<file path="src/rtl/key_mode_if.sv">
// ============================================================================
// Module   : key_mode_if
// Brief    : Key level in, key events plus mode/pause state out.
// Revision : 1.0 - initial release
// ============================================================================
`default_nettype none

interface key_mode_if #(
  parameter int MODE_W = 3
) ();
  logic              kp;       // debounced key level, 0 = pressed
  logic              short_p;
  logic              long_p;
  logic              rep_p;
  logic [MODE_W-1:0] mode;
  logic              pause;

  modport master (
    output kp,
    input  short_p, long_p, rep_p, mode, pause
  );

  modport slave (
    input  kp,
    output short_p, long_p, rep_p, mode, pause
  );
endinterface

`default_nettype wire

</file>
<file path="src/rtl/key_mode_ctrl.sv">
// ============================================================================
// Module   : key_mode_ctrl
// Brief    : Short/long key-press classifier driving rainbow MODE and PAUSE.
//            Optional auto-repeat while held is built when KEY_REPEAT_EN is defined.
// Revision : 1.0 - initial release
// ============================================================================
`default_nettype none

module key_mode_ctrl #(
  parameter int MODE_NUM   = 7,
  parameter int MODE_W     = 3,
  parameter int CNT_W      = 26,
  parameter int LONG_CYC   = 50_000_000,
  parameter int REPEAT_CYC = 12_500_000
) (
  input  logic       clk_i,
  input  logic       rst_ni,
  key_mode_if.slave  kb
);

  if (MODE_NUM < 2 || MODE_NUM > (1 << MODE_W) || LONG_CYC < 1 || REPEAT_CYC < 1)
  begin : g_bad_params
    $error("key_mode_ctrl: illegal parameter combination");
  end

  localparam logic [CNT_W-1:0]  LONG_LIM  = CNT_W'(LONG_CYC);
  localparam logic [MODE_W-1:0] MODE_LAST = MODE_W'(MODE_NUM - 1);

  typedef enum logic [1:0] {
    ST_IDLE  = 2'd0,
    ST_PRESS = 2'd1,
    ST_HELD  = 2'd2
  } state_e;

  state_e            state_q;
  logic              kp_q;
  logic [CNT_W-1:0]  hold_cnt_q, hold_cnt_d;
  logic [MODE_W-1:0] mode_q, mode_d;
  logic              pause_q;
  logic              short_q;
  logic              long_q;
  logic              key_press;

`ifdef KEY_REPEAT_EN
  localparam logic [CNT_W-1:0] REP_LIM = CNT_W'(REPEAT_CYC);
  logic [CNT_W-1:0] rep_cnt_q, rep_cnt_d;
  logic             rep_q;
`endif

  // kp_q resets low, so a key already down at reset never looks like a fresh press
  assign key_press = ~kb.kp & kp_q;

  always_comb begin
    hold_cnt_d = (&hold_cnt_q) ? hold_cnt_q : hold_cnt_q + CNT_W'(1);
    mode_d     = (mode_q == MODE_LAST) ? '0 : mode_q + MODE_W'(1);
`ifdef KEY_REPEAT_EN
    rep_cnt_d  = rep_cnt_q + CNT_W'(1);
`endif
  end

  always_ff @(posedge clk_i) begin
    if (!rst_ni) begin
      state_q    <= ST_IDLE;
      kp_q       <= 1'b0;
      hold_cnt_q <= '0;
      mode_q     <= '0;
      pause_q    <= 1'b0;
      short_q    <= 1'b0;
      long_q     <= 1'b0;
`ifdef KEY_REPEAT_EN
      rep_cnt_q  <= '0;
      rep_q      <= 1'b0;
`endif
    end else begin
      kp_q    <= kb.kp;
      short_q <= 1'b0;
      long_q  <= 1'b0;
`ifdef KEY_REPEAT_EN
      rep_q   <= 1'b0;
`endif
      case (state_q)
        ST_IDLE: begin
          if (key_press) begin
            hold_cnt_q <= CNT_W'(1);
            if (LONG_LIM <= CNT_W'(1)) begin
              state_q <= ST_HELD;
              long_q  <= 1'b1;
              pause_q <= ~pause_q;
`ifdef KEY_REPEAT_EN
              rep_cnt_q <= '0;
`endif
            end else begin
              state_q <= ST_PRESS;
            end
          end
        end

        ST_PRESS: begin
          if (kb.kp) begin
            state_q    <= ST_IDLE;
            hold_cnt_q <= '0;
            short_q    <= 1'b1;
            mode_q     <= mode_d;
          end else begin
            hold_cnt_q <= hold_cnt_d;
            if (hold_cnt_d >= LONG_LIM) begin
              state_q <= ST_HELD;
              long_q  <= 1'b1;
              pause_q <= ~pause_q;
`ifdef KEY_REPEAT_EN
              rep_cnt_q <= '0;
`endif
            end
          end
        end

        ST_HELD: begin
          // The press was consumed by LONG_P; release just re-arms the detector
          if (kb.kp) begin
            state_q    <= ST_IDLE;
            hold_cnt_q <= '0;
`ifdef KEY_REPEAT_EN
            rep_cnt_q  <= '0;
`endif
          end else begin
            hold_cnt_q <= hold_cnt_d;
`ifdef KEY_REPEAT_EN
            if (rep_cnt_d >= REP_LIM) begin
              rep_cnt_q <= '0;
              rep_q     <= 1'b1;
              mode_q    <= mode_d;
            end else begin
              rep_cnt_q <= rep_cnt_d;
            end
`endif
          end
        end

        default: begin
          state_q    <= ST_IDLE;
          hold_cnt_q <= '0;
        end
      endcase
    end
  end

  assign kb.short_p = short_q;
  assign kb.long_p  = long_q;
  assign kb.mode    = mode_q;
  assign kb.pause   = pause_q;
`ifdef KEY_REPEAT_EN
  assign kb.rep_p   = rep_q;
`else
  assign kb.rep_p   = 1'b0;
`endif

endmodule

`default_nettype wire

</file>
<file path="src/flat_wrapper.sv">
// flat-port wrapper written by rule: the top's interface ports become plain ports
module key_mode_ctrl_flat 
#(
  parameter int MODE_NUM   = 7,
  parameter int MODE_W     = 3,
  parameter int CNT_W      = 26,
  parameter int LONG_CYC   = 50_000_000,
  parameter int REPEAT_CYC = 12_500_000
)
  (clk_i, rst_ni, kb_kp, kb_short_p, kb_long_p, kb_rep_p, kb_mode, kb_pause);
  key_mode_if #(.MODE_W(MODE_W)) kb_i ();
  input  logic clk_i;
  input  logic rst_ni;
  input wire logic [$bits(kb_i.kp)-1:0] kb_kp;
  output wire logic [$bits(kb_i.short_p)-1:0] kb_short_p;
  output wire logic [$bits(kb_i.long_p)-1:0] kb_long_p;
  output wire logic [$bits(kb_i.rep_p)-1:0] kb_rep_p;
  output wire logic [$bits(kb_i.mode)-1:0] kb_mode;
  output wire logic [$bits(kb_i.pause)-1:0] kb_pause;
  assign kb_i.kp = kb_kp;
  assign kb_short_p = kb_i.short_p;
  assign kb_long_p = kb_i.long_p;
  assign kb_rep_p = kb_i.rep_p;
  assign kb_mode = kb_i.mode;
  assign kb_pause = kb_i.pause;
  key_mode_ctrl #(.MODE_NUM(MODE_NUM), .MODE_W(MODE_W), .CNT_W(CNT_W), .LONG_CYC(LONG_CYC), .REPEAT_CYC(REPEAT_CYC)) u_core (.clk_i(clk_i), .rst_ni(rst_ni), .kb(kb_i));
endmodule
</file>
<file path="config.mk">
export PLATFORM = sky130hd
export DESIGN_NAME = key_mode_ctrl_flat
export DESIGN_NICKNAME = d
export VERILOG_FILES = /design/src/rtl/key_mode_if.sv /design/src/rtl/key_mode_ctrl.sv /design/src/flat_wrapper.sv
export SDC_FILE = /design/constraint.sdc
export NUM_CORES = 1
export LEC_CHECK = 0
export CORE_MARGIN = 2
export CORE_UTILIZATION = 35
export DETAILED_ROUTE_END_ITERATION = 8
export HOLD_SLACK_MARGIN = 0.03
export PLACE_DENSITY_LB_ADDON = 0.2
export SLEW_MARGIN = 0
export SYNTH_ARGS = -nofsm -noshare
export SYNTH_HDL_FRONTEND = slang
export SYNTH_SLANG_ARGS = --single-unit
</file>
<file path="constraint.sdc">
create_clock -name clk_i -period 7 [get_ports clk_i]
set_input_delay 1.75 -clock clk_i [delete_from_list [all_inputs] [get_ports clk_i]]
set_output_delay 1.75 -clock clk_i [all_outputs]
set_load 0.03 [all_outputs]
</file>
## Yosys cells after proc, flatten, opt, wreduce, memory -nomap -nowiden

Cells that the tools add are included.
Widths: inputs -> output; s select.

- Register bits: 35
- Latch bits: 0
- Bits in writable memories: 0
- ROM bits: 0
- Input port bits: 3
- Output and inout port bits: 7
- Word-level logic and storage cells: 41
- Memories: 0

- Add/sub/neg operators: 2
- Multiply operators: 0
- Div/mod/pow operators: 0
- Order comparisons: 1
- Equal/unequal tests: 6
- Shift operators: 0
- Mux-type cells: 12
- Bitwise logic cells: 5
- Reductions and logical operators: 8

Operator list:

| operator | count |
|---|---|
| $mux 26 | 3 |
| $pmux 26 s2 | 1 |
| $add 26x1->26 const B | 1 |
| $ge 26x26->1 const B | 1 |
| $reduce_and 26->1 | 1 |
| $mux 2 | 4 |
| $pmux 2 s3 | 1 |
| $reduce_and 3->1 | 2 |
| $not 1->1 | 4 |
| $reduce_and 2->1 | 2 |
| $add 3x1->3 const B | 1 |
| $eq 3x3->1 const B | 1 |
| $mux 3 | 1 |
| $ne 3x2->1 const B | 1 |
| $reduce_or 3->1 | 1 |
| $eq 2x1->1 const B | 1 |
| $eq 2x2->1 const B | 1 |
| $logic_not 2->1 | 1 |
| $mux 1 | 2 |
| $ne 2x1->1 const B | 1 |
| $ne 2x2->1 const B | 1 |
| $reduce_or 2->1 | 1 |
| $and 1x1->1 | 1 |

## Logic depth before layout (Yosys ltp)

Gate-level depths: netlist of run 1.

- Word-level depth: 6
- Depth in mapped cells: 11
- Mapped depth without buffers: 10

## Worst setup path after synthesis of run 1

Ideal clock, no wire load.

- Kind: input-to-reg
- Start point: in kb_kp
- End point: reg u_core.hold_cnt_q[14]
- Setup time: 91 ps
- Data arrival time: 3,501 ps
- Data required time: 6,909 ps
- Setup slack: 3,408 ps
- Stages on the path: 8
- Cell sequence: clkbuf_2 -> nand2b_1 -> and2_1 -> clkbuf_1 -> nor3_1 -> clkbuf_1 -> o21ai_0 -> a311oi_1

- Word-level cells in the longest chain between the ends: 3

Ends and longest elaborated chain:

| what | RTL line | source |
|---|---|---|
| start, declared | flat_wrapper.sv:14 | `input wire logic [$bits(kb_i.kp)-1:0] kb_kp;` |
| $not 1->1 (no line) | -- |  |
| $and 1x1->1 | key_mode_ctrl.sv:51 | `assign key_press = ~kb.kp & kp_q;` |
| $ne 2x1->1 (no line) | -- |  |
| end signal, assigned | key_mode_ctrl.sv:105 | `hold_cnt_q <= hold_cnt_d;` |
| end signal, assigned | key_mode_ctrl.sv:126 | `hold_cnt_q <= hold_cnt_d;` |
| end, declared | key_mode_ctrl.sv:37 | `logic [CNT_W-1:0] hold_cnt_q, hold_cnt_d;` |

Parallel ways exist; a longest one is shown, timed or not.
A chain may end at the register's enable or synchronous reset.

## Final worst setup path of run 1

- Start point: in kb_kp
- End point: reg u_core.hold_cnt_q[5]

The elaborated chain is that of the path after synthesis.

==> run summary, run 1 <==
=========================================================================================
Complex-gate fraction of the synthesized area                                       0.241
Critical Setup Path Class                                                       in -> reg
Total number of vias                                                                 2012
Status                                                                          completed
Final count of pins violating max slew                                                  0
Worst vdd rail ir drop                                                           0.104 mV
Proportion of register bits with asynchronous set or reset after synthesis              0
Port Buffers                                                                            8
Top Family by Delay on Critical Path                                         simple AND/OR/NAND/NOR gates
Initial drt markers                                                                   122
Top post-synthesis cells by area                                             sky130_fd_sc_hd__dfxtp_1 32%, sky130_fd_sc_hd__nor2_1 6.8%, sky130_fd_sc_hd__a21oi_1 5.2%
Dominant combinational cell family by area after synthesis                   simple AND/OR/NAND/NOR gates
Net Count, Synth                                                                      287
Setup Skew                                                                     0.00542 ns
Syn Std Cell Area                                                               2200 um^2
Site Rows                                                                              28
Post-CTS Setup Bufs                                                                     0
Cell area reported after detailed placement                                     2270 um^2
Detailed placer's ending HPWL                                                     3.50 mm
Kind of path behind the tightest hold check                                    reg -> reg
Clock Sinks                                                                            35
Number of fill cells in the layout                                                    618
Type of element launching the critical path                                  primary input
Adder and majority cell fraction of the synthesized area                           0.0284
GRT Residual Overflow                                                                   0
Maximum fanout along the worst path                                                    25
Core box area                                                                   5990 um^2
Portion of netlist area occupied by mux cells                                      0.0188
Layout overhead on the synthesized area                                             7.56%
Source of the worst register-to-register timing path                         u_core.hold_cnt_q[0]
Crit end category                                                                    flop
Setup repair after global routing missed its margin                                 false
Count of buffering cells on the critical path with inverters included                   1
DR pass1 iterations                                                                     4
Count of final hold-check violations                                                    0
Commonest register cell after synthesis                                      sky130_fd_sc_hd__dfxtp_1
Slew @ Worst Pin                                                                  1.06 ns
Mean area per synthesized cell                                                  7.89 um^2
Die width                                                                         83.3 um
Area share of the largest cell type after synthesis                                 0.318
Fraction of layout cells with a size suffix above 1                                0.0870
Clock period minus final worst setup slack                                        4.02 ns
Power after layout                                                             0.000439 W
Sequential fraction of the synthesis area                                           0.318
Final Core Density                                                                  0.395
Number of flops mapped to enable cells by yosys                                         0
Clock tree from TritonCTS                                                            done
Warnings from Yosys                                                                     0
End of the worst hold path                                                   u_core.state_q[0]
Starting density of the core                                                        0.367
Slowest stage cell, crit path                                                sky130_fd_sc_hd__or3_1
Arrival time of the worst setup path                                              4.21 ns
DR DRC count                                                                            0
P per Cell Area                                                               186 nW/um^2
Routed via count divided by cell count                                               5.73
Die outline height                                                                83.3 um
Post-synth top area cell                                                     sky130_fd_sc_hd__dfxtp_1
Max-Cap Viols                                                                           0
Leak pwr                                                                         0.794 nW
First-pass GRT wire length                                                        8.71 mm
Max Fclk                                                                          249 MHz
Antenna violations before repair                                                        0
Number of nets in the final layout                                                    283
Largest net degree at the start of global routing                                      32
Hold depth                                                                              2
Total I/O pin count                                                                    10
Via count of the first global-routing pass                                           1818
Antenna Cells                                                                           0
Post_cts resized                                                                        0
Slowest stage delay, CP                                                           0.73 ns
Routed length per instance                                                        14.6 um
Synthesized-area fraction occupied by xor and xnor cells                           0.0239
Stages on the worst setup path                                                          7
Worst Hold Margin                                                                0.508 ns
H-Tree Depth                                                                            2
Setup slack of the most critical reg-to-reg path                                  3.76 ns
Relative slew margins                                                               0.295
Worst Path Required                                                               7.19 ns
Clock buffers created by TritonCTS                                                      5
Post-route ant nets                                                                     0
Routability-driven placement congestion ratio                                       0.842
Part of the cycle the worst path needs                                              0.575
GRT Total Usage                                                                     0.151
CTS clk-pin slew, worst paths                                                     0.07 ns
Total die area                                                                  6940 um^2
Maximum root-to-sink buffer count                                                       2
Capturing point of the worst reg2reg path                                    u_core.kb.pause
Post-Layout Inst Area                                                           2370 um^2
Cell chain of the critical path                                              clkdlybuf4s50_1 > nand2b_1 > and2_1 > or3_1 > nor2_1 > a31oi_1 > a311oi_1
CTS Hold Bufs                                                                           0
Wire length reported by the detailed router                                       5.13 mm
Final setup violation count                                                             0
Clock latency on the worst-skew pair                                              0.28 ns
Sum of negative setup slack                                                          0 ns
Share of synthesized cell area in and, or, nand and nor gates                       0.305
Clock tree root driver cell                                                  sky130_fd_sc_hd__clkbuf_8
R2R depth                                                                              10
Hold path startpoint                                                         u_core.state_q[0]
Post-synthesis cell type count                                                         52
Register bit total from synthesis                                                      35
Gate Count Post-Synth                                                                 279
=========================================================================================
-- cell type report --
class | count | area (um^2) | share of cell area
Sequential cell | 35 | 701 | 0.296
Tap cell | 75 | 93.8 | 0.0396
Inverter | 6 | 22.5 | 0.00951
Clock buffer | 8 | 100 | 0.0423
Timing Repair Buffer | 9 | 87.6 | 0.0370
Multi-Input combinational cell | 218 | 1360 | 0.576
-- registers in the layout (all words and copies together), names as in the netlist --
register and count:
u_core.kp_q 1, u_core.hold_cnt_q 26, u_core.kb.mode 3, u_core.kb.long_p 1, u_core.kb.pause 1, u_core.state_q 2, u_core.kb.short_p 1
-- layer usage --
layer	vias to the layer above	GRT usage	part of all wire	wire length (um)
li1	1022	-	-	-
met1	951	0.204	0.49	2530
met2	32	0.247	0.46	2360
met3	7	0.0278	0.034	173
met4	0	0.0402	0.012	59
met5	-	0	0	0
-- where the power goes --
| group | total [W] | internal (W) | switching [W] | leakage (nW) |
|---|---|---|---|---|
| clock network | 0.000163 | 0.0000899 | 0.0000733 | 0.0515 |
| logic | 0.0000682 | 0.0000217 | 0.0000465 | 0.460 |
| registers | 0.000208 | 0.000203 | 0.00000461 | 0.283 |
| total | 0.000439 | 0.000315 | 0.000124 | 0.794 |
-- cell families after synthesis --
group                      after synthesis
and+or+nand+nor                        121
DFF                                     35
muxes                                    4
other                                    1
AOI/OAI and AO/OA                       81
buffers and inverters                   26
xor gates and xnor gates                 6
adders and majority gates                5
-- metrics by stage --
| step | cells | setup slack (ns) |
|---|---|---|
| 2_1_floorplan | 279 | 3.41 |
| 3_3_place_gp | 343 | 2.75 |
| 3_5_place_dp | 343 | 2.71 |
| 4_1_cts | 351 | 3.00 |
| 5_1_grt | 351 | 2.77 |
| 6_report | 351 | 2.98 |
-- cell usage after synthesis, drive strengths merged (4+ instances only) --
library cell and instances:
nor2 40, dfxtp 35, a21oi 23, nand2 23, o21ai 19, clkbuf 13
nand3 12, nor3 11, nand4 9, a311oi 8, buf 7, a22oi 6
a31oi 6, and3 6, inv 6, ha 5, a211oi 4, xnor2 4
-- layout by cell type, fill, tap and decap left out, types with 2 or more instances in the layout --
master	netlist	layout
sky130_fd_sc_hd__nand4_4	2	2
sky130_fd_sc_hd__o21ai_0	19	19
sky130_fd_sc_hd__dfxtp_1	35	35
sky130_fd_sc_hd__and3_1	6	6
sky130_fd_sc_hd__nor2_1	40	40
sky130_fd_sc_hd__xnor2_1	4	4
sky130_fd_sc_hd__inv_1	6	6
sky130_fd_sc_hd__nand3_1	10	10
sky130_fd_sc_hd__a22oi_1	6	6
sky130_fd_sc_hd__nand2_1	23	23
sky130_fd_sc_hd__xor2_1	2	2
sky130_fd_sc_hd__or3_1	3	3
sky130_fd_sc_hd__nor4_4	2	2
sky130_fd_sc_hd__nand3_2	2	2
sky130_fd_sc_hd__a31o_2	2	2
sky130_fd_sc_hd__a311oi_1	8	8
sky130_fd_sc_hd__clkbuf_8	0	7
sky130_fd_sc_hd__a21oi_1	23	23
sky130_fd_sc_hd__a41oi_1	2	2
sky130_fd_sc_hd__nor3_1	10	10
sky130_fd_sc_hd__a211oi_1	3	3
sky130_fd_sc_hd__nand2b_1	3	3
sky130_fd_sc_hd__a31oi_1	6	6
sky130_fd_sc_hd__ha_1	5	5
sky130_fd_sc_hd__nand4_1	7	7
sky130_fd_sc_hd__o211a_1	2	2
sky130_fd_sc_hd__and4_1	3	3
sky130_fd_sc_hd__mux2i_1	3	3
sky130_fd_sc_hd__and2_1	2	2
sky130_fd_sc_hd__clkdlybuf4s50_1	0	8
-- tightest hold or removal path, delay by kind of cell, from the launching register on --
kind             cells  cell delay, ns
and+or+nand+nor      1            0.06
DFF                  1            0.34
muxes                1            0.06
-- worst max-delay path by stage --
stage               start  slack (ns)                    end
floorplan           kb_kp        3.41  u_core.hold_cnt_q[14]
global placement    kb_kp        2.75   u_core.hold_cnt_q[5]
detailed placement  kb_kp        2.71   u_core.hold_cnt_q[2]
CTS                 kb_kp        3.00   u_core.hold_cnt_q[5]
global route        kb_kp        2.77   u_core.hold_cnt_q[5]
finish              kb_kp        2.98   u_core.hold_cnt_q[5]
No activity file was read; power rests on OpenSTA's default activity.
==> run 2, diff against run 1 <==
Clock period 7 ns to 3.2 ns, I/O delays scaled along.
==> run 2 against run 1 <==
Compared with the run above:
- wire length increased by 4.5%
- hold slack gained 0.0087 ns
- cell count grew 2.8%
- sequential share of layout area is 0.76 points lower
- first-iteration DRC count shrank 9.0%
- largest cell class unchanged
- largest power group unchanged
==> run summary, run 2 (same netlist as run 1, synthesis figures left out) <==
===================================================================
Status                                                    completed
Wire length reported by the detailed router                 5.36 mm   +4.5%
Peak-usage layer in the global routing report                  met2
Antenna Cells                                                     0   unchanged
Via count of the first global-routing pass                     1861   +2.4%
P per Cell Area                                         379 nW/um^2   +100%
Final Core Density                                            0.406   +0.0104
Max Fclk                                                    338 MHz
Worst Path Required                                         3.36 ns   -3.83 ns
CTS Hold Bufs                                                     0   unchanged
Die width                                                   83.3 um   unchanged
Start point of the critical path                       u_core.hold_cnt_q[0]
GRT Residual Overflow                                             0   unchanged
Clock tree root driver cell                            sky130_fd_sc_hd__clkbuf_8
GRT Total Usage                                               0.155   +0.00414
DR DRC count                                                      0   unchanged
Port Buffers                                                      8   unchanged
Die outline height                                          83.3 um   unchanged
Maximum root-to-sink buffer count                                 2   unchanged
Arrival time of the worst setup path                        3.13 ns   -1.08 ns
Most common cell after layout, fill and taps aside     sky130_fd_sc_hd__nor2_1
Number of nets in the final layout                              295   +4.2%
Largest register FFs                                             26   unchanged
Final count of pins violating max slew                            0   unchanged
Post-route ant nets                                               0   unchanged
Most flops, register                                   u_core.hold_cnt_q
Final setup violation count                                       0   unchanged
Relative slew margins                                         0.561   +0.266
Post_cts resized                                                  0   unchanged
Detailed placer's ending HPWL                               3.77 mm   +7.7%
Largest net degree at the start of global routing                32   unchanged
Type of element launching the critical path                    flop
Routed via count divided by cell count                         5.58   -2.7%
Endpoint of the worst setup timing path                u_core.kb.pause
Site Rows                                                        28   unchanged
Worst vdd rail ir drop                                     0.263 mV   +150%
Fraction of layout cells with a size suffix above 1           0.119   +0.0319
Initial drt markers                                             111   -9.0%
Routability-driven placement congestion ratio                 0.788   -6.3%
Setup repair after global routing missed its margin           false
H-Tree Depth                                                      2   unchanged
Clock tree from TritonCTS                                      done
Sum of negative setup slack                                    0 ns   unchanged
Total die area                                            6940 um^2   unchanged
Commonest non-fill, non-tap cells in the layout        40 x sky130_fd_sc_hd__nor2_1, 35 x sky130_fd_sc_hd__dfxtp_1, 23 x sky130_fd_sc_hd__a21oi_1, 23 x sky130_fd_sc_hd__nand2_1, 19 x sky130_fd_sc_hd__o21ai_0
Leak pwr                                                   0.839 nW   +5.8%
Slew @ Worst Pin                                           0.656 ns   -0.401 ns
Part of the cycle the worst path needs                        0.926
Critical Setup Path Class                                reg -> reg
Maximum fanout along the worst path                               7   -72%
Cell area reported after detailed placement               2360 um^2   +4.0%
Kind of path behind the tightest hold check              reg -> reg
Clock period minus final worst setup slack                  2.96 ns
Met3 GRT Util                                                0.0278   unchanged
Starting density of the core                                  0.367   unchanged
Clock buffers created by TritonCTS                                5   unchanged
Clock latency on the worst-skew pair                        0.28 ns   about the same
Capturing point of the worst reg2reg path              u_core.kb.pause
Total I/O pin count                                              10   unchanged
Post-CTS Setup Bufs                                               0   unchanged
Met1 usage                                                    0.207   +0.00302
Routed length per instance                                  14.8 um   +1.6%
Core box area                                             5990 um^2   unchanged
Antenna violations before repair                                  0   unchanged
R2R depth                                                        10   unchanged
Post-Layout Inst Area                                     2430 um^2   +2.6%
Setup slack of the most critical reg-to-reg path            0.24 ns   -3.52 ns
DR pass1 iterations                                               4   unchanged
Setup Skew                                               0.00487 ns   -0.000551 ns
First-pass GRT wire length                                  9.01 mm   +3.4%
Layout overhead on the synthesized area                       10.4%
Clock Sinks                                                      35   unchanged
Total number of vias                                           2013   +0.050%
CTS clk-pin slew, worst paths                               0.07 ns   about the same
Crit end category                                              flop
Source of the worst register-to-register timing path   u_core.hold_cnt_q[0]
GRT met2 Usage                                                0.260   +0.0132
Count of final hold-check violations                              0   unchanged
Max-Cap Viols                                                     0   unchanged
===================================================================
-- run 2: changes by cell type in the layout (fill, tap and decap cells not counted) --
cell and change:
sky130_fd_sc_hd__buf_4 +12, sky130_fd_sc_hd__clkbuf_8 -2
-- run 2: layout make-up --
class | instances | area, um^2
Multi-Input combinational cell | 218 | 1360
Sequential cell | 35 | 701
Timing Repair Buffer | 21 | 178
Clock buffer | 6 | 72.6
Fill cell | 639 | 3560
Inverter | 6 | 22.5
Tap cell | 75 | 93.8
-- run 2: how the worst min path moves through the flow --
stage	start	cells after the start	slack (ns)	endpoint
5_1_grt	u_core.state_q[0]	2	0.54	u_core.state_q[0]
3_3_place_gp	u_core.state_q[0]	2	0.50	u_core.state_q[0]
3_5_place_dp	u_core.hold_cnt_q[23]	1	0.50	u_core.hold_cnt_q[23]
6_report	u_core.state_q[0]	2	0.52	u_core.state_q[0]
4_1_cts	u_core.hold_cnt_q[23]	1	0.52	u_core.hold_cnt_q[23]
2_1_floorplan	u_core.hold_cnt_q[23]	1	0.47	u_core.hold_cnt_q[23]
-- run 2: report_power, final --
| part | switching [W] | leakage [nW] | internal, W |
|---|---|---|---|
| combinational | 0.000108 | 0.520 | 0.0000605 |
| clock | 0.000153 | 0.0371 | 0.000145 |
| sequential | 0.0000103 | 0.283 | 0.000445 |
| total | 0.000272 | 0.839 | 0.000650 |
-- run 2: metrics by stage --
| step | cells | power [W] | worst slack, ns | hold WS, ns |
|---|---|---|---|---|
| 2_1_floorplan | 279 | 0.000580 | 0.542 | 0.467 |
| 3_3_place_gp | 355 | 0.000636 | 0.313 | 0.504 |
| 4_1_cts | 361 | 0.000930 | 0.239 | 0.522 |
| 6_report | 361 | 0.000922 | 0.238 | 0.517 |
| 5_1_grt | 361 | 0.000971 | 0.0352 | 0.537 |
| 3_5_place_dp | 355 | 0.000634 | 0.250 | 0.503 |
-- run 2: worst max-delay path, stage by stage, from the launching register on --
cell,delay (ns)
sky130_fd_sc_hd__dfxtp_1,0.43
sky130_fd_sc_hd__ha_1,0.24
sky130_fd_sc_hd__nand3_1,0.27
sky130_fd_sc_hd__or4_4,0.52
sky130_fd_sc_hd__nor3_4,0.29
sky130_fd_sc_hd__nand3_2,0.12
sky130_fd_sc_hd__xor2_1,0.15
sky130_fd_sc_hd__a2111o_1,0.32
sky130_fd_sc_hd__a211oi_2,0.30
sky130_fd_sc_hd__xnor2_1,0.15
sky130_fd_sc_hd__nor2_1,0.05
-- run 2: per-layer routing --
metal | vias up | wire (um)
li1 | 1038 | -
met1 | 942 | 2560
met2 | 29 | 2570
met3 | 4 | 184
met4 | 0 | 44
met5 | - | 0
==> run 3, diff against run 2 <==
Settings changed: PLACE_DENSITY_LB_ADDON 0.2 to default.
==> run 3 against run 2 <==
Compared with the run above:
- maximum frequency increased by 0.62%
- first-iteration DRC count is 19% higher
- largest cell class unchanged
- non-clock buffer count is 1 lower
- die area stayed put
- clock power about the same
- via count increased by 0.94%
==> run summary, run 3 (same netlist as run 1, synthesis figures left out) <==
==================================================================
Combinational share of power                                 0.181   -0.002
Final cell count without fillers                               360   -0.28%
Cell area reported after detailed placement              2330 um^2   -0.96%
Leak pwr                                                  0.830 nW   -1.1%
Cell chain of the critical path                       ha_2 > nand3_2 > nor4_4 > a21o_1 > mux2i_1 > o2111ai_1 > a2111o_1 > a211oi_4 > xnor2_1 > nor2_1
CTS clk-pin slew, worst paths                              0.07 ns   about the same
Post-route ant nets                                              0   unchanged
Routability-driven placement congestion ratio                0.885   +12%
Switching part of the total power                            0.296   +0.00140
Fraction of layout cells with a size suffix above 1          0.126   +0.00743
Seq. cell area                                            702 um^2   +0.18%
First-pass GRT wire length                                 8.87 mm   -1.6%
Sum of negative setup slack                                   0 ns   unchanged
Wire length reported by the detailed router                5.21 mm   -2.7%
Final setup violation count                                      0   unchanged
Count of final hold-check violations                             0   unchanged
Total number of vias                                          2032   +0.94%
Clock tree from TritonCTS                                     done
Slowest stage cell, crit path                         sky130_fd_sc_hd__nor4_4
Share of total power in the clock network                    0.324   about the same
Clock tree root driver cell                           sky130_fd_sc_hd__clkbuf_8
Clock latency on the worst-skew pair                       0.29 ns   about the same
Antenna Cells                                                    0   unchanged
Slew @ Worst Pin                                          0.759 ns   +0.103 ns
Detailed placer's ending HPWL                              3.68 mm   -2.4%
Clock Sinks                                                     35   unchanged
Number of nets in the final layout                             294   -0.34%
Internal power consumption                              0.000647 W   -0.53%
Largest net degree at the start of global routing               23   -28%
Die width                                                  83.3 um   unchanged
Maximum fanout along the worst path                              7   unchanged
Switching power                                         0.000272 W   +0.14%
Max Fclk                                                   340 MHz   +0.62%
GRT Residual Overflow                                            0   unchanged
Part of the cycle the worst path needs                       0.920   -0.00569
Post-Layout Inst Area                                    2440 um^2   +0.36%
Largest register FFs                                            26   unchanged
Initial drt markers                                            132   +19%
H-Tree Depth                                                     2   unchanged
Critical Setup Path Class                               reg -> reg
P per Cell Area                                        377 nW/um^2   -0.69%
DR DRC count                                                     0   unchanged
Port Buffers                                                     8   unchanged
Type of element launching the critical path                   flop
Most common cell after layout, fill and taps aside    sky130_fd_sc_hd__nor2_1
Die outline height                                         83.3 um   unchanged
CTS Hold Bufs                                                    0   unchanged
Kind of path behind the tightest hold check             reg -> reg
Via count of the first global-routing pass                    1934   +3.9%
Commonest non-fill, non-tap cells in the layout       40 x sky130_fd_sc_hd__nor2_1, 34 x sky130_fd_sc_hd__dfxtp_1, 23 x sky130_fd_sc_hd__a21oi_1, 23 x sky130_fd_sc_hd__nand2_1, 19 x sky130_fd_sc_hd__o21ai_0
Area of combinational cells with multiple inputs         1380 um^2   +1.1%
Setup repair after global routing missed its margin          false
Core box area                                            5990 um^2   unchanged
Number of fill cells in the layout                             625   -2.2%
Worst Path Required                                        3.34 ns   -0.02 ns
Maximum root-to-sink buffer count                                2   unchanged
Layout overhead on the synthesized area                      10.8%
Relative slew margins                                        0.493   -0.0681
Arrival time of the worst setup path                       3.09 ns   -0.04 ns
Crit end category                                             flop
DR pass1 iterations                                              5   +1
Number of placed instances, taps included                      352   -0.85%
Routed length per instance                                 14.5 um   -2.5%
GRT Total Usage                                              0.153   -0.00214
Status                                                   completed
Max-Cap Viols                                                    0   unchanged
Sequential power share                                       0.495   +0.002
Worst vdd rail ir drop                                    0.250 mV   -5.2%
Antenna violations before repair                                 0   unchanged
Setup slack of the most critical reg-to-reg path           0.26 ns   +0.02 ns
Setup Skew                                              0.00628 ns   +0.00141 ns
Starting density of the core                                 0.367   unchanged
Final count of pins violating max slew                           0   unchanged
Slowest stage delay, CP                                    0.45 ns   -0.07 ns
Clock buffers created by TritonCTS                               5   unchanged
Most flops, register                                  u_core.hold_cnt_q
Clock period minus final worst setup slack                 2.94 ns   -0.0182 ns
Power after layout                                      0.000919 W   -0.33%
Routed via count divided by cell count                        5.64   +1.2%
Total die area                                           6940 um^2   unchanged
Site Rows                                                       28   unchanged
Total I/O pin count                                             10   unchanged
==================================================================
## run 3: per-stage QoR
stage,hold slack (ns),utilization,setup WS (ns)
detailed placement,0.507,0.390,0.219
global placement,0.497,0.390,0.302
finish,0.526,0.407,0.256
floorplan,0.467,-,0.542
global route,0.552,0.407,0.0239
CTS,0.520,0.402,0.192
## run 3: path summary, 6_finish.rpt
check	startpoint	endpoint	cells after the start
worst max register to register	u_core.hold_cnt_q[1]	u_core.kb.pause	10
worst min register to register	u_core.hold_cnt_q[23]	u_core.hold_cnt_q[23]	1
worst min-delay path	u_core.hold_cnt_q[23]	u_core.hold_cnt_q[23]	1
worst max-delay path	u_core.hold_cnt_q[1]	u_core.kb.pause	10
## run 3: layout make-up
type | instances | area share
Multi-Input combinational cell | 218 | 0.565
Sequential cell | 35 | 0.288
Timing Repair Buffer | 20 | 0.0698
Tap cell | 75 | 0.0385
Clock buffer | 6 | 0.0298
Inverter | 6 | 0.00924
## run 3: repair_timing
action,in CTS,in global routing
endpoints found under the setup margin,0,3
resized for setup,0,4
setup buffers,0,2
## run 3: critical path, delay by kind of cell, from the launching register on
family,cells,cell delay (ns)
AO/OA/AOI/OAI,4,1.12
AND/OR/NAND/NOR,3,0.68
XOR/XNOR,1,0.15
flip-flops,1,0.40
multiplexers,1,0.21
adder cells (fa/ha/maj),1,0.24
## run 3: power by group through the flow
stage | logic [W] | registers [W] | clock network, W
2_1_floorplan | 0.000111 | 0.000469 | 0
4_1_cts | 0.000166 | 0.000454 | 0.000311
3_5_place_dp | 0.000166 | 0.000465 | 0
6_report | 0.000166 | 0.000455 | 0.000297
5_1_grt | 0.000186 | 0.000456 | 0.000330
3_3_place_gp | 0.000163 | 0.000464 | 0
## run 3: metal layers
metal  wire, um  vias to the layer above  global-route usage
li1           -                     1038                   -
met1       2500                      953               0.197
met2       2420                       32               0.248
met3        195                        9              0.0348
met4         96                        0              0.0596
met5          0                        -                   0
